[src/rtl/cache_pkg.sv]
// Shared types, sizes and address-split helpers for the direct-mapped data cache.
package cache_pkg;

    localparam int unsigned ADDR_W     = 32;
    localparam int unsigned WORD_W     = 32;
    localparam int unsigned LINE_WORDS = 4;
    localparam int unsigned OFFSET_W   = 4;
    localparam int unsigned WORD_SEL_W = $clog2(LINE_WORDS);
    localparam int unsigned LINE_W     = LINE_WORDS * WORD_W;

    typedef enum logic [2:0] {
        IDLE,
        COMPARE,
        WB_REQ,
        ALLOC_REQ,
        ALLOC_WAIT
    } state_t;

    // Request captured at accept; held for the whole miss sequence.
    typedef struct packed {
        logic [ADDR_W-1:0] addr;
        logic              is_store;
        logic [WORD_W-1:0] data;
    } req_t;

    function automatic logic [WORD_SEL_W-1:0] addr_word(input logic [ADDR_W-1:0] a);
        return WORD_SEL_W'(a >> 2);
    endfunction

    // Index and tag are returned zero-extended; callers narrow them to their widths.
    function automatic logic [ADDR_W-1:0] addr_index(input logic [ADDR_W-1:0] a,
                                                     input int unsigned index_w);
        return (a >> OFFSET_W) & ((ADDR_W'(1) << index_w) - ADDR_W'(1));
    endfunction

    function automatic logic [ADDR_W-1:0] addr_tag(input logic [ADDR_W-1:0] a,
                                                   input int unsigned index_w);
        return a >> (OFFSET_W + index_w);
    endfunction

endpackage

[src/rtl/cache_line_array.sv]
// Valid/dirty/tag/data storage: async read, sync store or line fill, async flag clear.
module cache_line_array
    import cache_pkg::*;
#(
    parameter int unsigned NUM_SETS = 16,
    parameter int unsigned INDEX_W  = $clog2(NUM_SETS),
    parameter int unsigned TAG_W    = ADDR_W - OFFSET_W - INDEX_W
) (
    input  logic                  clk,
    input  logic                  reset,
    input  logic [INDEX_W-1:0]    index,
    output logic                  valid,
    output logic                  dirty,
    output logic [TAG_W-1:0]      tag,
    output logic [LINE_W-1:0]     line,
    input  logic                  store_en,
    input  logic [WORD_SEL_W-1:0] store_word,
    input  logic [WORD_W-1:0]     store_data,
    input  logic                  fill_en,
    input  logic [TAG_W-1:0]      fill_tag,
    input  logic [LINE_W-1:0]     fill_data
);

    logic [NUM_SETS-1:0] valid_q;
    logic [NUM_SETS-1:0] dirty_q;
    logic [TAG_W-1:0]    tag_mem  [NUM_SETS];
    logic [WORD_W-1:0]   data_mem [NUM_SETS][LINE_WORDS];

    assign valid = valid_q[index];
    assign dirty = dirty_q[index];
    assign tag   = tag_mem[index];

    always_comb begin
        line = '0;
        for (int w = 0; w < LINE_WORDS; w++) begin
            line[w*WORD_W +: WORD_W] = data_mem[index][w];
        end
    end

    // Only the state flags are reset; tag/data contents are don't-care while invalid.
    always_ff @(posedge clk or posedge reset) begin
        if (reset) begin
            valid_q <= '0;
            dirty_q <= '0;
        end else if (fill_en) begin
            valid_q[index] <= 1'b1;
            dirty_q[index] <= 1'b0;
        end else if (store_en) begin
            dirty_q[index] <= 1'b1;
        end
    end

    always_ff @(posedge clk) begin
        if (fill_en) begin
            tag_mem[index] <= fill_tag;
            for (int w = 0; w < LINE_WORDS; w++) begin
                data_mem[index][w] <= fill_data[w*WORD_W +: WORD_W];
            end
        end else if (store_en) begin
            data_mem[index][store_word] <= store_data;
        end
    end

endmodule

[src/rtl/data_cache.sv]
// Direct-mapped write-back, write-allocate data cache for the MEM stage.
module data_cache
    import cache_pkg::*;
#(
    parameter int unsigned NUM_SETS = 16
) (
    input  logic              clk,
    input  logic              reset,
    input  logic              is_input_valid,
    output logic              is_ready,
    input  logic [ADDR_W-1:0] addr,
    input  logic              mem_read,
    input  logic              mem_write,
    input  logic [WORD_W-1:0] din,
    output logic              is_output_valid,
    output logic [WORD_W-1:0] dout,
    output logic              is_hit,
    output logic              mem_req_valid,
    output logic              mem_req_write,
    output logic [ADDR_W-1:0] mem_req_addr,
    output logic [LINE_W-1:0] mem_req_data,
    input  logic              mem_req_ready,
    input  logic              mem_resp_valid,
    input  logic [LINE_W-1:0] mem_resp_data,
    output logic [31:0]       hit_count,
    output logic [31:0]       miss_count
);

    localparam int unsigned INDEX_W = $clog2(NUM_SETS);
    localparam int unsigned TAG_W   = ADDR_W - OFFSET_W - INDEX_W;

    state_t              state, state_next;
    req_t                req;
    logic                first_lookup;
    logic [WORD_W-1:0]   dout_q;

    logic [INDEX_W-1:0]    req_index;
    logic [TAG_W-1:0]      req_tag;
    logic [WORD_SEL_W-1:0] req_word;
    logic                  line_valid, line_dirty, hit, accept;
    logic [TAG_W-1:0]      line_tag;
    logic [LINE_W-1:0]     line_data;
    logic                  store_en, fill_en;

    assign req_index = INDEX_W'(addr_index(req.addr, INDEX_W));
    assign req_tag   = TAG_W'(addr_tag(req.addr, INDEX_W));
    assign req_word  = addr_word(req.addr);
    assign hit       = line_valid && (line_tag == req_tag);
    assign accept    = (state == IDLE) && is_input_valid && (mem_read || mem_write);

    cache_line_array #(
        .NUM_SETS (NUM_SETS),
        .INDEX_W  (INDEX_W),
        .TAG_W    (TAG_W)
    ) u_lines (
        .clk        (clk),
        .reset      (reset),
        .index      (req_index),
        .valid      (line_valid),
        .dirty      (line_dirty),
        .tag        (line_tag),
        .line       (line_data),
        .store_en   (store_en),
        .store_word (req_word),
        .store_data (req.data),
        .fill_en    (fill_en),
        .fill_tag   (req_tag),
        .fill_data  (mem_resp_data)
    );

    // Next state and handshake outputs; completion is signalled in COMPARE itself.
    always_comb begin
        state_next      = state;
        is_ready        = 1'b0;
        is_output_valid = 1'b0;
        is_hit          = 1'b0;
        dout            = dout_q;
        mem_req_valid   = 1'b0;
        mem_req_write   = 1'b0;
        mem_req_addr    = '0;
        mem_req_data    = '0;
        store_en        = 1'b0;
        fill_en         = 1'b0;
        case (state)
            IDLE: begin
                is_ready = 1'b1;
                if (accept) state_next = COMPARE;
            end
            COMPARE: begin
                if (hit) begin
                    is_output_valid = 1'b1;
                    is_hit          = first_lookup;
                    if (req.is_store) store_en = 1'b1;
                    else              dout = line_data[32'(req_word) * WORD_W +: WORD_W];
                    state_next = IDLE;
                end else if (line_dirty) begin
                    state_next = WB_REQ;
                end else begin
                    state_next = ALLOC_REQ;
                end
            end
            WB_REQ: begin
                mem_req_valid = 1'b1;
                mem_req_write = 1'b1;
                mem_req_addr  = {line_tag, req_index, OFFSET_W'(0)};
                mem_req_data  = line_data;
                if (mem_req_ready) state_next = ALLOC_REQ;
            end
            ALLOC_REQ: begin
                mem_req_valid = 1'b1;
                mem_req_addr  = {req_tag, req_index, OFFSET_W'(0)};
                if (mem_req_ready) state_next = ALLOC_WAIT;
            end
            ALLOC_WAIT: begin
                if (mem_resp_valid) begin
                    fill_en    = 1'b1;
                    state_next = COMPARE;
                end
            end
            default: state_next = IDLE;
        endcase
    end

    always_ff @(posedge clk or posedge reset) begin
        if (reset) begin
            state        <= IDLE;
            req          <= '0;
            first_lookup <= 1'b0;
            dout_q       <= '0;
            hit_count    <= '0;
            miss_count   <= '0;
        end else begin
            state  <= state_next;
            dout_q <= dout;
            if (accept) begin
                req.addr     <= addr;
                req.is_store <= mem_write;
                req.data     <= din;
                first_lookup <= 1'b1;
            end else if (state == COMPARE) begin
                first_lookup <= 1'b0;
            end
            // Only the first lookup of a request is counted; both counters saturate.
            if (state == COMPARE && first_lookup) begin
                if (hit && hit_count != '1)        hit_count  <= hit_count + 32'd1;
                else if (!hit && miss_count != '1) miss_count <= miss_count + 32'd1;
            end
        end
    end

endmodule
[config.mk]
export PLATFORM = sky130hd
export DESIGN_NAME = data_cache
export DESIGN_NICKNAME = d
export VERILOG_FILES = /design/src/rtl/cache_pkg.sv /design/src/rtl/cache_line_array.sv /design/src/rtl/data_cache.sv
export SDC_FILE = /design/constraint.sdc
export NUM_CORES = 2
export LEC_CHECK = 0
export BUFFER_PORTS_ARGS = -buffer_cell sky130_fd_sc_hd__buf_4
export CAP_MARGIN = 0
export CORE_MARGIN = 2
export CORE_UTILIZATION = 40
export DETAILED_ROUTE_END_ITERATION = 6
export PLACE_DENSITY = 0.59
export SYNTH_ARGS = -nofsm -noshare
export SYNTH_HDL_FRONTEND = slang
export SYNTH_SLANG_ARGS = --single-unit
export TNS_END_PERCENT = 20
[constraint.sdc]
create_clock -name clk -period 7.48 [get_ports clk]
set_clock_uncertainty 0.2 [all_clocks]
set_input_delay 0.374 -clock clk [delete_from_list [all_inputs] [get_ports clk]]
set_output_delay 0.374 -clock clk [all_outputs]
set_load 0.01 [all_outputs]
Word level (Yosys, flattened, before mapping)
Memory sizes are Yosys's and may differ from the RTL's.
Cells that the tools add are included.

operators by class
  $lt $le $gt $ge = 4
  equality and inequality tests = 11
  multiplexer cells = 169
  shifts and indexed selects = 1
  reductions and logical operators = 17
  bitwise operators = 134
  multiply operators = 0
  divide/modulo/power cells = 0
  add/sub/neg operators = 2

operator list
  kind                                                  number
  two-way mux 128 bit                                   2
  two-way mux 1 bit                                     150
  two-way mux 32 bit                                    4
  OR 1 bit                                              128
  indexed part select 128 x 8 -> 32 bit                 1
  adder 32 x 1 -> 32 bit (second input constant)        2
  demux 32 bit (select 2 bit)                           1
  != test 32 bit (second input constant)                2
  one-hot mux 32 bit (2 select lines)                   1
  two-way mux 16 bit                                    2
  OR 16 bit                                             2
  equality test 24 bit                                  1
  bitwise AND 16 bit                                    1
  NOT 16 bit                                            1
  one-hot mux 3 bit (5 select lines)                    1
  two-way mux 3 bit                                     4
  binary-select mux 1 bit (select 4 bit)                2
  logical AND 1 bit                                     8
  != test 2 bit (second input constant)                 4
  equality test 3 x 2 -> 1 bit (second input constant)  2
  < comparator 4 x 5 -> 1 bit (second input constant)   1
  demux 1 bit (select 4 bit)                            1
  >= comparator 4 x 1 -> 1 bit (second input constant)  1
  AND reduction 4 bit                                   1
  other kinds (14)                                      15

storage, ports and cells
  word-level logic and storage cells = 350
  output and inout port bits = 261
  bits of input ports = 199
  memory bits (writable) = 2432
  memories kept = 2
  latch bits = 0
  bits in registers = 197
  ROM bits = 0

memory list
  name              depth  bits a word  read ports  clocked after memory_dff  write ports  line                    RTL
  u_lines.data_mem  16     128          1           0                         1            cache_line_array.sv:27  logic [WORD_W-1:0] data_mem [NUM_SETS][LINE_WORDS];
  u_lines.tag_mem   16     24           1           0                         1            cache_line_array.sv:26  logic [TAG_W-1:0] tag_mem [NUM_SETS];

Logic depth before layout (Yosys ltp)
  depth in word-level cells = 9
  gate-level depth with buffers = 17
  gate-level depth less buffers = 9

By module
A second synthesis with hierarchy kept.

second synthesis, totals
  cell total of the unflattened synthesis = 4894
  area total of the unflattened synthesis = 103451.7 um^2

modules (own cells, without submodules)
  module            area each (um^2)  seq. area each (um^2)  cells each  instances
  cache_line_array  93996.4           73830.8                4074        1
  data_cache        9455.3            4078.9                 820         1

Least setup slack after synthesis
Ideal clock, no wire load.

  path type = reg-to-reg
  start = reg req[38] (netlist name)
  end = mem u_lines.data_mem[0][0] (netlist name), enable pin
  clock period less this slack = 5.517 ns
  data arrival time = 4.896 ns
  library setup time = 0.421 ns
  path slack = 1.963 ns
  stages on the path, launching flop included = 14
  data required time = 6.859 ns
  buffers on the path = 4
  path through = dfrtp_1 -> buf_2 -> clkbuf_1 -> clkbuf_1 -> mux4_2 -> a22oi_1 -> nand2_1 -> xor2_1 -> nor4_4 -> nand4_2 -> nor4_2 -> nor2_1 -> clkbuf_1 -> nor2_1

on the way
  cells in the longest elaborated chain, start to end = 9
  elaborated cells on any way between the ends = 11
  classes of those cells = eq/ne (1); mux (7); bitwise (1); reduce/logical (1); memory (1)

RTL lines
  element                                                                              line                                      RTL
  from (decl)                                                                          data_cache.sv:33                          req_t req;
  memory read (16 x 24 bit) or binary-select mux 1 bit (select 4 bit) (tied branches)  -
  equality test 24 bit or two-way mux 1 bit (tied branches)                            data_cache.sv:48, cache_line_array.sv:29
  logical AND 1 bit                                                                    data_cache.sv:48                          assign hit = line_valid && (line_tag == req_tag);
  two-way mux 1 bit                                                                    data_cache.sv:90                          if (hit) begin
  two-way mux 1 bit                                                                    data_cache.sv:84                          case (state)
  two-way mux 1 bit                                                                    cache_line_array.sv:59                    end else if (store_en) begin
  two-way mux 1 bit                                                                    cache_line_array.sv:54                    if (fill_en) begin
  two-way mux 128 bit (not written as such)                                            cache_line_array.sv:60                    data_mem[index][store_word] <= store_data;
  OR 1 bit (no source line)                                                            -
  to (decl)                                                                            cache_line_array.sv:27

Parallel ways exist; a longest one is shown, timed or not. The select of a mux whose other input is x is not followed.

Final worst setup path
  start = reg req[39] (netlist name)
  end = out dout[15]

on the way
  cells in the longest elaborated chain, start to end = 5
  elaborated cells on any way between the ends = 10
  classes of those cells = eq/ne (1); shift (1); mux (5); reduce/logical (1); memory (2)

RTL lines
  element                                                        line                                RTL
  memory read (16 x 128 bit) (tied with other cells)             -
  indexed part select 128 x 8 -> 32 bit (tied with other cells)  data_cache.sv:94                    else dout = line_data[32'(req_word) * WORD_W +: WORD_W];
  two-way mux 32 bit or logical AND 1 bit (tied branches)        data_cache.sv:93, data_cache.sv:48
  two-way mux 32 bit (*)                                         data_cache.sv:90
  two-way mux 32 bit (*)                                         data_cache.sv:84
  to (decl)                                                      data_cache.sv:16                    output logic [WORD_W-1:0] dout,

Mark *: on every way between the ends. The rest lies on a longest branch, timed or not. The select of a mux whose other input is x is not followed.

==> impl_metrics.json <==
{
  "status": "finished, final reports clean",
  "yosys-top-cells-area": "edfxtp_1 70%, mux4_2 16%, dfrtp_1 4.7%, mux2_2 2.1%, and2_1 0.82%",
  "grt_overflow_total": 0,
  "synthMuxAreaShare_pct": 19.5,
  "tightest_slew_ps": 1190,
  "yosysTopAreaCell": "edfxtp_1",
  "cp-end-kind": "primary output",
  "utilization_pct": 48.0,
  "cp.arrival_ps": 6460,
  "synth-simple-area-share_pct": 2.69,
  "swShare_pct": 33.3,
  "hold_viol": 0,
  "ys_types": 68,
  "layout.cells.most_common": "edfxtp_1",
  "period_needed_ps": 7040,
  "yosysWarnings": 0,
  "start_util_pct": 40.2,
  "async_flop_share_pct": 7.42,
  "ctsRootBufferMaster": "clkbuf_16",
  "critPathLaunchType": "flop",
  "die_w_um": 514,
  "setup_tns_ps": 0,
  "yosys.area.top_type_share_pct": 70.1,
  "hold_slack_ps": 53.1,
  "timing.critical_path.mode_cell": "buf_4",
  "fp-row-count": 187,
  "max_stage_delay_ps": 760,
  "pwr-share-comb_pct": 31.7,
  "power.total_mw": 46.3,
  "avgViaCountPerCell": 5.78,
  "synth-compound-area-share_pct": 1.00,
  "cts.sinks": 2627,
  "crit_family": "simple AND/OR/NAND/NOR gates",
  "post_drt_wl_per_cell_um": 33.1,
  "yosysSeqAreaShare_pct": 74.8,
  "antenna_found_initial": 57,
  "crit_type": "reg2out",
  "synth_top_family_by_area": "multiplexers",
  "ctsHtreeMaxLevel": 5,
  "powerDensity_nw_per_um2": 372,
  "grt_first_pass_wirelength_um": 424000,
  "period_share_pct": 94.1,
  "synth.cell_area_um2": 104000,
  "detail-route-antenna-nets": 0,
  "coreArea_um2": 259000,
  "max_freq_ghz": 0.142,
  "area_delta_synth_final_pct": 19.4,
  "post_cts_buffers": 0,
  "path_depth": 14,
  "power_frac_clock_pct": 29.5,
  "dp_worst_setup_slack_ps": 1340,
  "hold_class": "in2async",
  "final_cell_mix": "2432 x edfxtp_1, 753 x mux4_2, 600 x buf_4",
  "synth-seq-cells": 2627,
  "peakVddDrop_mv": 0.310,
  "rsz0062_at_grt": "no",
  "cts_tree": "built",
  "drc": 0,
  "p_leak_nw": 40.9,
  "internal_power_mw": 30.9,
  "crit_fanout": 37,
  "dieArea_um2": 264000,
  "clock_path_buffers": 4,
  "crit_chain": "buf_4 > nor2_1 > buf_4 > a22oi_1 > nand2_1 > xor2_1 > nor4_4 > nand4_2 > or3_1 > buf_4 > or3_2 > buf_4 > mux2_4 > buf_4",
  "p_sw_mw": 15.4,
  "maxSlewHeadroom_pct": 21.0,
  "path_clk_slew_ps": 60,
  "dpl.hpwl_um": 183000,
  "final_net_count": 5855,
  "die_h_um": 514,
  "grt.total_usage_pct": 23.1,
  "syn_inst": 4747,
  "gp_congestion": 0.826,
  "synth_ff_type": "edfxtp_1",
  "r2r_cells": 13,
  "drt-total-wl_um": 309000,
  "drv_cap": 0,
  "worst_skew_pair.late_latency_ps": 960,
  "numCtsBuffers": 297,
  "grt_pass1_vias": 53851,
  "power_frac_seq_pct": 38.8,
  "drtIter0Drc": 6258,
  "path_buf_inv": 5,
  "synth_fa_ha_area_share_pct": 0.0240,
  "slowest_stage": "dfrtp_4",
  "synthXorXnorAreaFrac_pct": 0.740,
  "first_pass_iters": 7,
  "num_vias": 53959,
  "layout-drive-gt1-share_pct": 35.8,
  "grt_max_degree": 138,
  "pin_count": 460,
  "synth_edf_count": 2432,
  "syn_avg_cell_area_um2": 21.9,
  "report.final.slew_viol_count": 0,
  "fin_ws_ps": 442,
  "cts_resized": 0,
  "setup_viol": 0,
  "cp.required_ps": 6910,
  "io_buffer_count": 453
}
[logic make-up (layout without fill, tap and decap cells)]
| group | Yosys count | count (layout) |
|---|---|---|
| flops | 2627 | 2627 |
| mux | 1040 | 1040 |
| simple gates | 545 | 545 |
| buf+inv | 284 | 1406 |
| compound gates | 160 | 160 |
| xor+xnor | 88 | 88 |
| fa+ha+maj | 2 | 2 |
| other cells | 1 | 60 |
[final timing paths]
kind | slack, ps | from | endpoint
worst max-delay path | 440 | req[39] | dout[15]
worst min-delay path | 50 | reset | req[0]
worst max register to register | 1440 | req[39] | u_lines.data_mem[10][8]
worst min register to register | 260 | u_lines.valid_q[13] | u_lines.valid_q[13]
max in group asynchronous | 5790 | reset | req[7]
min in group clk | 60 | mem_read | req[64]
[per-stage QoR]
step	instance area [µm²]	cells
global route	124000	9286
floorplan	104000	4750
detailed placement	113000	8507
global placement	113000	8507
CTS	124000	9274
finish	124000	9330
[synthesized netlist by cell type, types with 3 or more instances]
| library cell | count |
|---|---|
| a211oi_1 | 5 |
| a21oi_1 | 30 |
| a22o_1 | 7 |
| a22oi_1 | 29 |
| a31oi_1 | 4 |
| and2_1 | 137 |
| and3_1 | 26 |
| and4_1 | 3 |
| buf_1 | 45 |
| buf_12 | 8 |
| buf_2 | 14 |
| buf_4 | 7 |
| buf_6 | 5 |
| clkbuf_1 | 180 |
| dfrtp_1 | 195 |
| edfxtp_1 | 2432 |
| inv_1 | 21 |
| mux2_2 | 195 |
| mux2_4 | 30 |
| mux2i_1 | 60 |
| mux4_2 | 753 |
| nand2_1 | 95 |
| nand3_1 | 45 |
| nand4_1 | 12 |
| nand4b_1 | 4 |
| nor2_1 | 144 |
| nor2b_1 | 8 |
| nor3_1 | 27 |
| nor4_1 | 5 |
| nor4_2 | 4 |
| o211ai_1 | 4 |
| o21ai_0 | 49 |
| o22ai_1 | 5 |
| or2_2 | 17 |
| or3_1 | 6 |
| or4_1 | 4 |
| xnor2_1 | 48 |
| xor2_1 | 40 |
[flip-flops by register name (all words and copies together), names as in the netlist, named ones only]
register	flops
u_lines.data_mem	2048
req	63
dout_q	32
miss_count	32
u_lines.tag_mem	384
first_lookup	1
u_lines.valid_q	16
state	3
hit_count	32
[what timing repair did]
action                     4_1_cts  5_1_grt
setup endpoints to repair        0        0
hold endpoints to repair      2221        0
hold buffers                   250        0
[power by group through the flow]
stage | logic [mW] | clock network, mW | registers, mW
3_5_place_dp | 14.5 | 0 | 18.3
3_3_place_gp | 14.5 | 0 | 18.2
6_report | 14.7 | 13.7 | 18.0
2_1_floorplan | 8.64 | 0 | 17.3
5_1_grt | 15.2 | 14.4 | 18.0
4_1_cts | 14.7 | 13.9 | 18.0
[routing by layer]
metal  share of wire, %  global-route usage [%]  vias up
li1                   -                       -    21664
met1                 40                    31.7    29341
met3                8.4                    4.72      437
met5             0.0039                       0        -
met2                 48                    36.6     2515
met4                3.5                    8.70        2
[final cells by class]
class                   instances  area, µm²
clock buffers                 383       7950
flip-flops and latches       2627      77900
fillers                     21322     135000
inverters                      21       86.3
multi-input cells            1839      25600
well taps                    3402       4260
clock inverters               134       1030
diodes                         56        140
repair buffers                868       7370
[tightest hold or removal path: cells and delay by family]
kind,cells,cell delay [ps]
buffers and inverters,3,1310
Note: power is estimated with default switching activity, not from simulation.
